$ cat src/rtl/suprloco_video_pkg.sv
// Shared timing constants, counter widths and pixel type for the Super Locomotive video path.
package suprloco_video_pkg;

    localparam int unsigned CEN_DIV  = 8;
    localparam int unsigned H_TOTAL  = 320;
    localparam int unsigned H_ACTIVE = 256;
    localparam int unsigned V_TOTAL  = 262;
    localparam int unsigned V_ACTIVE = 224;

    localparam int unsigned DIV_W   = 3;
    localparam int unsigned H_W     = 9;
    localparam int unsigned V_W     = 9;
    localparam int unsigned FRAME_W = 8;

    typedef struct packed {
        logic [2:0] r;
        logic [2:0] g;
        logic [2:0] b;
    } rgb333_t;

    localparam rgb333_t RGB_WHITE = '{r: 3'd7, g: 3'd7, b: 3'd7};

    // Interior bring-up pattern: coarse horizontal/vertical bands, blue tracks the frame count.
    function automatic rgb333_t test_pattern(input logic [H_W-1:0]     h,
                                             input logic [V_W-1:0]     v,
                                             input logic [FRAME_W-1:0] frame);
        test_pattern = '{r: h[7:5], g: v[7:5], b: frame[2:0]};
    endfunction

endpackage

$ cat src/rtl/suprloco_video_timing.sv
// Pixel clock-enable divider plus horizontal, vertical and frame counters.
module suprloco_video_timing
    import suprloco_video_pkg::*;
#(
    parameter int unsigned CEN_DIV  = suprloco_video_pkg::CEN_DIV,
    parameter int unsigned H_TOTAL  = suprloco_video_pkg::H_TOTAL,
    parameter int unsigned H_ACTIVE = suprloco_video_pkg::H_ACTIVE,
    parameter int unsigned V_TOTAL  = suprloco_video_pkg::V_TOTAL,
    parameter int unsigned V_ACTIVE = suprloco_video_pkg::V_ACTIVE
) (
    input  logic               clk,
    input  logic               rst,
    output logic               cen,
    output logic [H_W-1:0]     h,
    output logic [V_W-1:0]     v,
    output logic [FRAME_W-1:0] frame,
    output logic               active
);

    localparam logic [DIV_W-1:0] DIV_LAST = DIV_W'(CEN_DIV - 1);
    localparam logic [H_W-1:0]   H_LAST   = H_W'(H_TOTAL - 1);
    localparam logic [V_W-1:0]   V_LAST   = V_W'(V_TOTAL - 1);

    logic [DIV_W-1:0] div;

    assign cen    = (div == DIV_LAST) && !rst;
    assign active = (h < H_W'(H_ACTIVE)) && (v < V_W'(V_ACTIVE));

    always_ff @(posedge clk) begin
        if (rst) begin
            div   <= '0;
            h     <= '0;
            v     <= '0;
            frame <= '0;
        end else begin
            div <= (div == DIV_LAST) ? '0 : div + 1'b1;
            if (cen) begin
                if (h == H_LAST) begin
                    h <= '0;
                    if (v == V_LAST) begin
                        v     <= '0;
                        frame <= frame + 1'b1;
                    end else begin
                        v <= v + 1'b1;
                    end
                end else begin
                    h <= h + 1'b1;
                end
            end
        end
    end

endmodule

$ cat src/rtl/suprloco_video_core.sv
// Super Locomotive video core: raster timing driving a bordered 3-3-3 RGB test pattern.
module suprloco_video_core
    import suprloco_video_pkg::*;
#(
    parameter int unsigned CEN_DIV  = suprloco_video_pkg::CEN_DIV,
    parameter int unsigned H_TOTAL  = suprloco_video_pkg::H_TOTAL,
    parameter int unsigned H_ACTIVE = suprloco_video_pkg::H_ACTIVE,
    parameter int unsigned V_TOTAL  = suprloco_video_pkg::V_TOTAL,
    parameter int unsigned V_ACTIVE = suprloco_video_pkg::V_ACTIVE
) (
    input  logic       i_EMU_CLK40M,
    input  logic       i_EMU_RST,
    output logic       o_VIDEO_CEN,
    output logic       o_VIDEO_EN,
    output logic [2:0] o_VIDEO_R,
    output logic [2:0] o_VIDEO_G,
    output logic [2:0] o_VIDEO_B
);

    logic               active;
    logic [H_W-1:0]     h;
    logic [V_W-1:0]     v;
    logic [FRAME_W-1:0] frame;
    logic               border;
    rgb333_t            pix;

    suprloco_video_timing #(
        .CEN_DIV (CEN_DIV),
        .H_TOTAL (H_TOTAL),
        .H_ACTIVE(H_ACTIVE),
        .V_TOTAL (V_TOTAL),
        .V_ACTIVE(V_ACTIVE)
    ) u_timing (
        .clk   (i_EMU_CLK40M),
        .rst   (i_EMU_RST),
        .cen   (o_VIDEO_CEN),
        .h     (h),
        .v     (v),
        .frame (frame),
        .active(active)
    );

    // Reset gates the outputs combinationally so they drop in the same cycle it rises.
    always_comb begin
        pix    = '0;
        border = (h == '0) || (h == H_W'(H_ACTIVE - 1)) ||
                 (v == '0) || (v == V_W'(V_ACTIVE - 1));
        if (active && !i_EMU_RST) begin
            pix = border ? RGB_WHITE : test_pattern(h, v, frame);
        end
    end

    assign o_VIDEO_EN = active && !i_EMU_RST;
    assign o_VIDEO_R  = pix.r;
    assign o_VIDEO_G  = pix.g;
    assign o_VIDEO_B  = pix.b;

endmodule

$ cat config.mk
export PLATFORM = sky130hd
export DESIGN_NAME = suprloco_video_core
export DESIGN_NICKNAME = d
export VERILOG_FILES = /design/src/rtl/suprloco_video_pkg.sv /design/src/rtl/suprloco_video_timing.sv /design/src/rtl/suprloco_video_core.sv
export SDC_FILE = /design/constraint.sdc
export NUM_CORES = 1
export LEC_CHECK = 0
export CAP_MARGIN = 20
export CORE_ASPECT_RATIO = 0.9
export CORE_MARGIN = 5
export CORE_UTILIZATION = 55
export DETAILED_ROUTE_END_ITERATION = 16
export PLACE_DENSITY = 0.75
export SETUP_SLACK_MARGIN = 0.3
export SYNTH_ARGS = -nofsm -noshare
export SYNTH_HDL_FRONTEND = slang
export SYNTH_SLANG_ARGS = --single-unit
$ cat constraint.sdc
create_clock -name i_EMU_CLK40M -period 2.8 [get_ports i_EMU_CLK40M]
set_input_delay 0.42 -clock i_EMU_CLK40M [delete_from_list [all_inputs] [get_ports i_EMU_CLK40M]]
set_output_delay 0.42 -clock i_EMU_CLK40M [all_outputs]
set_load 0.03 [all_outputs]
==> run metrics, run 1 <==
Yosys top cell area share=35.3%; I/O Pins=13; largest stage delay on the critical path=0.35 ns; post-synthesis async set-or-reset flop share=0%; unrepaired setup endpoints after global routing=true; Worst Path Class, Setup=flip-flop to primary output; Setup Buffers After CTS=0; worst min path class=flip-flop to flip-flop; crit path cell chain=ha_2 > nand3_2 > nor3_1 > ha_1 > a41oi_1 > o21ai_1 > buf_4 > o21a_1 > buf_4; Max-Cap Viols=0; Placeable Area=2400 um^2; worst vdd ir=0.356 mV; chip height=57.2 um; Synth Area in Compound Gates=18.9%; multiplexer area fraction after synthesis=1.56%; status=completed; main combinational cell family by area after synthesis=simple AND/OR/NAND/NOR gates; Synth area leaders=dfxtp_1, ha_1, o21a_1, a21oi_1, nand2_1; Max Slew Vio Count=0; drt drc=0; PD cells=371 nW/um^2; met1 Resource Use GR=22.4%; largest net degree at the start of global routing=33; Routed Antenna Nets=0; first-pass GRT wire length=5.20 mm; LEAKAGE=0.560 nW; Final min period=2.36 ns; port bufs=12; Synth Area in XOR/XNOR=3.22%; Core Util, Final=65.6%; top_reg_cell synth=dfxtp_1; routed wire length=3.02 mm; adder-cell share of the synthesized area=8.28%; area leader, netlist=dfxtp_1; routed via count=1,249; First-pass DRT Iterations=4; grt peak-use layer=met2; crit-path most repeated cell=buf_4; critical path arrival=1.94 ns; layout cell share with drive strength beyond 1=18.1%; Die Span X=62.4 um; Max FO, Critical Path=9; worst reg2reg path startpoint=u_timing.div[0]$_SDFF_PP0_; worst r2r dst=u_timing.frame[2]$_SDFFE_PP0P_; CTS Buf Count=3; synthesis-to-layout area growth=16.0%; GRT Total Usage=17.7%; post-cts hold buffer count=0; Min-Delay Startpoint=u_timing.div[0]$_SDFF_PP0_; Critical Path RT=2.38 ns; register area share after synthesis=35.3%; Syn Nets=173; Setup Skew=0.00248 ns; CTS Sinks=24; Mean Syn Cell Area=8.40 um^2; Setup Viol. Count Final=0; Syn Inst Count=162; Hold Path End=u_timing.div[0]$_SDFF_PP0_; YS warnings=0; CP max stage cell=dfxtp_2; Cell variety after synth=40; routed vias/inst=6.09; met3 Use GR=4.72%; hold depth=1; CTS tree=built; GPL Wtd Cong=0.864; Least-Margin Pin Slew=0.393 ns; initial antenna violation count=0; H-tree depth=1; met2 Use GR=30.5%; final layout net count=189; Hold Vio Cnt, Final=0; maximum clock rate=0.424 GHz; WL/cell=14.7 um; Clock Tree Buf Depth=2; critical path launch point type=flip-flop; worst skew pair latency=0.32 ns; root buffer cell=clkbuf_4; CP delay by family, top=compound AO/OA/AOI/OAI gates; R2R Setup Slk=0.53 ns; r2r worst-path depth=6; Tcrit/Tclk final=84.3%; 1st-iter DRT viols=88; Worst-path clk slew=0.13 ns; Post-Synth Simple-Gate Area=28.2%; Synth Register Bits=24; diode count=0; GRT Residual Overflow=0; # rows=17; mapped cell area=1360 um^2; die area=3570 um^2; critical path buffer and inverter count=2; Initial Utilization=56.6%; number of global-route vias before repair=1,184; DP HPWL=2.11 mm; dpl cell area=1500 um^2; Fin Setup TNS=0 ns; CP Capture Type=primary output; Post-synth EDFFs=0; slew margin rel.=73.6%; post-route cell area=1580 um^2
[timing repair]
item | 4_1_cts | 5_1_grt
hold endpoints to repair | 0 | 0
setup endpoints to repair | 0 | 11
gates resized for setup | 0 | 9
[worst reg2reg max path: cells and delay by family, from the launching register on]
kind                     cells  cell delay (ns)
AND/OR/NAND/NOR              3             1.19
adder cells (fa/ha/maj)      2             0.51
AO/OA/AOI/OAI                1             0.14
flip-flops                   1             0.36
[layout by cell type, fill, tap and decap left out, types with 2 or more instances in the layout]
cell type | netlist | layout
a21oi_1 | 10 | 10
and3_1 | 5 | 5
and4_1 | 2 | 2
buf_4 | 0 | 16
clkbuf_4 | 0 | 3
dfxtp_1 | 24 | 22
dfxtp_2 | 0 | 2
ha_1 | 9 | 7
ha_2 | 0 | 2
inv_1 | 10 | 10
nand2_1 | 12 | 12
nand2b_1 | 3 | 3
nand3_1 | 4 | 3
nand4_1 | 5 | 5
nor2_1 | 11 | 11
nor2b_1 | 5 | 5
nor3_1 | 4 | 4
nor3b_1 | 2 | 2
o21a_1 | 9 | 9
o21ai_0 | 5 | 5
o31ai_1 | 3 | 3
o32ai_1 | 4 | 4
or3_1 | 5 | 4
or4_1 | 2 | 2
xor2_1 | 4 | 4
[kinds of logic after synthesis]
group	Yosys count
AO/OA/AOI/OAI	38
XOR/XNOR	5
adder cells (fa/ha/maj)	9
buffers and inverters	16
flip-flops	24
multiplexers	2
AND/OR/NAND/NOR	68
[Yosys cell counts (5+ instances only)]
cell type / number
o21ai_0: 5
dfxtp_1: 24
clkbuf_1: 5
and3_1: 5
inv_1: 10
or3_1: 5
nand2_1: 12
o21a_1: 9
ha_1: 9
a21oi_1: 10
nor2b_1: 5
nor2_1: 11
nand4_1: 5
[registers in the layout (all words and copies together) (netlist names)]
name and cells:
u_timing.h 9, u_timing.v 9, u_timing.div 3, u_timing.frame 3
[worst max path at each step]
stage,endpoint,depth (start not counted),start,slack [ns]
2_1_floorplan,o_VIDEO_B[0],3,u_timing.v[7]$_SDFFE_PP0P_,0.57
3_3_place_gp,u_timing.frame[2]$_SDFFE_PP0P_,6,u_timing.div[0]$_SDFF_PP0_,0.60
3_5_place_dp,u_timing.frame[2]$_SDFFE_PP0P_,6,u_timing.div[0]$_SDFF_PP0_,0.47
4_1_cts,o_VIDEO_G[0],9,u_timing.h[0]$_SDFFE_PP0P_,0.35
5_1_grt,o_VIDEO_G[2],9,u_timing.h[0]$_SDFFE_PP0P_,0.29
6_report,o_VIDEO_G[2],9,u_timing.h[0]$_SDFFE_PP0P_,0.44
[area by class of cell]
| class | count | area [um^2] |
|---|---|---|
| Multi-Input combinational cell | 122 | 856 |
| Fill cell | 214 | 826 |
| Sequential cell | 24 | 483 |
| Timing Repair Buffer | 17 | 130 |
| Inverter | 10 | 37.5 |
| Clock buffer | 4 | 36.3 |
| Tap cell | 28 | 35.0 |
[metal layers]
layer / up-vias / wire length [um]
met5: - / 0
met4: 0 / 44
li1: 618 / -
met1: 588 / 1390
met3: 7 / 157
met2: 36 / 1430
[per-stage QoR]
step	std cells	setup slack [ns]	hold WS (ns)	power, mW
2_1_floorplan	162	0.574	0.404	0.389
3_3_place_gp	201	0.596	0.412	0.408
3_5_place_dp	201	0.475	0.433	0.410
4_1_cts	205	0.346	0.453	0.596
5_1_grt	205	0.288	0.489	0.619
6_report	205	0.441	0.450	0.586
[power by group]
group	switching (mW)	internal, mW
sequential	0.00144	0.345
clock	0.105	0.0796
combinational	0.0327	0.0222
total	0.139	0.447
Note: power is estimated with default switching activity, not from simulation.
==> inputs of run 2 (changes only) <==
==> constraint.sdc (replaced) <==
create_clock -name i_EMU_CLK40M -period 2.2 [get_ports i_EMU_CLK40M]
set_input_delay 0.33 -clock i_EMU_CLK40M [delete_from_list [all_inputs] [get_ports i_EMU_CLK40M]]
set_output_delay 0.33 -clock i_EMU_CLK40M [all_outputs]
set_load 0.03 [all_outputs]
==> run 2 against run 1 <==
Compared with the run above: the flow now finishes with violations (setup timing); total power is 45% higher; critical path depth stayed put; design area is 31% higher; via count is 18% higher; clock-buffer cell count is 1 lower; register-to-register slack worse by 0.33 ns.
==> run metrics, run 2 (same netlist as run 1, synthesis figures left out) <==
initial antenna violation count=0; Worst Path Class, Setup=flip-flop to primary output; drt drc=0; power consumption=0.852 mW; diode count=0; synthesis-to-layout area growth=52.3%; # rows=17; routed vias/inst=6.46; port bufs=12; met1 Resource Use GR=22.2%; layout cell share with drive strength beyond 1=46.5%; final layout net count=212; CP max stage cell=dfxtp_2; post-cts hold buffer count=0; Max Slew Vio Count=0; die area=3570 um^2; Max-Cap Viols=0; GRT Total Usage=20.5%; number of global-route vias before repair=1,366; critical path launch point type=flip-flop; CTS Sinks=24; leading cell type in the layout, fill and taps excluded=buf_4; Least-Margin Pin Slew=0.427 ns; DP HPWL=2.25 mm; Final min period=2.24 ns; Tcrit/Tclk final=102%; failing checks=setup timing; CTS tree=built; dpl cell area=1550 um^2; critical path arrival=1.91 ns; worst min path class=flip-flop to flip-flop; routed wire length=4.39 mm; Max FO, Critical Path=3; largest net degree at the start of global routing=23; unrepaired setup endpoints after global routing=true; PD cells=411 nW/um^2; CTS Buf Count=3; Placeable Area=2400 um^2; LEAKAGE=0.743 nW; Clock Tree Buf Depth=2; Routed Antenna Nets=0; met3 Use GR=4.53%; status=finished with violations; root buffer cell=clkbuf_4; First-pass DRT Iterations=4; GRT Residual Overflow=0; chip height=57.2 um; met2 Use GR=36.4%; maximum clock rate=0.447 GHz; most frequent cells in the layout=buf_4, buf_6, nand2_1, nor2_1; Setup Viol. Count Final=5; I/O Pins=13; largest stage delay on the critical path=0.36 ns; Setup Skew=0.0109 ns; slew margin rel.=71.3%; WL/cell=19.2 um; worst vdd ir=0.698 mV; grt peak-use layer=met2; H-tree depth=1; Worst-path clk slew=0.13 ns; GPL Wtd Cong=0.830; first-pass GRT wire length=5.97 mm; 1st-iter DRT viols=169; Core Util, Final=86.2%; CP Capture Type=primary output; Hold Vio Cnt, Final=0; Die Span X=62.4 um; crit path cell chain=ha_4 > nand3_4 > nor3_2 > ha_2 > a41oi_2 > o21ai_2 > buf_4 > o21a_1 > buf_6; post-route cell area=2070 um^2; dpl ws=0.168 ns; worst skew pair latency=0.33 ns; Critical Path RT=1.87 ns; routed via count=1,472; Setup WS post-layout=-0.0373 ns; Initial Utilization=56.6%; biggest regs=u_timing.h (9), u_timing.v (9)
-- run 2: changes by cell type in the layout (fill, tap and decap cells not counted), moves of 4 or more --
cell,delta
buf_6,+19
dfxtp_2,+8
a21oi_2,+5
o32ai_1,-4
dfxtp_1,-12
a21oi_1,-7
buf_4,+4
dfxtp_4,+4
o32ai_2,+4
-- run 2: critical path: cells and delay by family (launching register included) --
family	cells	cell delay (ns)
AO/OA/AOI/OAI	3	0.46
adder cells (fa/ha/maj)	2	0.33
buffers and inverters	2	0.30
flip-flops	1	0.36
AND/OR/NAND/NOR	2	0.12
-- run 2: where the power goes --
part           total, mW  leakage [nW]  switching, mW  internal (mW)
clock network      0.326        0.0279          0.142          0.184
logic             0.0888         0.513         0.0500         0.0388
registers          0.436         0.202        0.00186          0.435
total              0.852         0.743          0.194          0.658
-- run 2: final timing paths --
path,startpoint,to,slack (ns),depth (start not counted)
max,u_timing.h[0]$_SDFFE_PP0P_,o_VIDEO_R[2],-0.04,9
min,u_timing.div[0]$_SDFF_PP0_,u_timing.div[0]$_SDFF_PP0_,0.41,1
max reg2reg,u_timing.v[4]$_SDFFE_PP0P_,u_timing.frame[2]$_SDFFE_PP0P_,0.20,7
min reg2reg,u_timing.div[0]$_SDFF_PP0_,u_timing.div[0]$_SDFF_PP0_,0.41,1
-- run 2: cell type report --
| type | count | area, um^2 |
|---|---|---|
| tap | 28 | 35.0 |
| fill | 120 | 333 |
| multi-input combinational | 122 | 1060 |
| sequential | 24 | 508 |
| clock buffer | 3 | 22.5 |
| timing repair buffer | 40 | 374 |
| clock inverter | 1 | 30.0 |
| inverter | 10 | 37.5 |
-- run 2: metal layers --
layer  share of wire, %  wire length (um)  vias up
li1                   -                 -      663
met1                 39              1730      719
met2                 52              2260       72
met3                5.6               246       18
met4                3.4               148        0
met5                  0                 0        -
-- run 2: through the flow --
step / std cells / hold WS [ns] / TNS [ns]
after CTS: 219 / 0.416 / 0
after detailed placement: 206 / 0.423 / 0
final: 228 / 0.414 / -0.0934
after global placement: 206 / 0.416 / 0
after global routing: 228 / 0.427 / -0.792
after floorplan: 162 / 0.404 / 0
-- run 2: repair_timing --
item	in CTS	in global routing
cloned	0	1
setup buffers	9	8
endpoints found under the setup margin	13	15
pin swaps	5	15
resized for setup	35	46
==> inputs of run 3 (changes only) <==
--- a/config.mk
+++ b/config.mk
@@ -11,6 +11,7 @@
 export CORE_UTILIZATION = 55
 export DETAILED_ROUTE_END_ITERATION = 16
 export PLACE_DENSITY = 0.75
+export RECOVER_POWER = 25
 export SETUP_SLACK_MARGIN = 0.3
 export SYNTH_ARGS = -nofsm -noshare
 export SYNTH_HDL_FRONTEND = slang
==> results of run 3 <==
The final DEF is identical to that of run 2; final timing and power are the same.
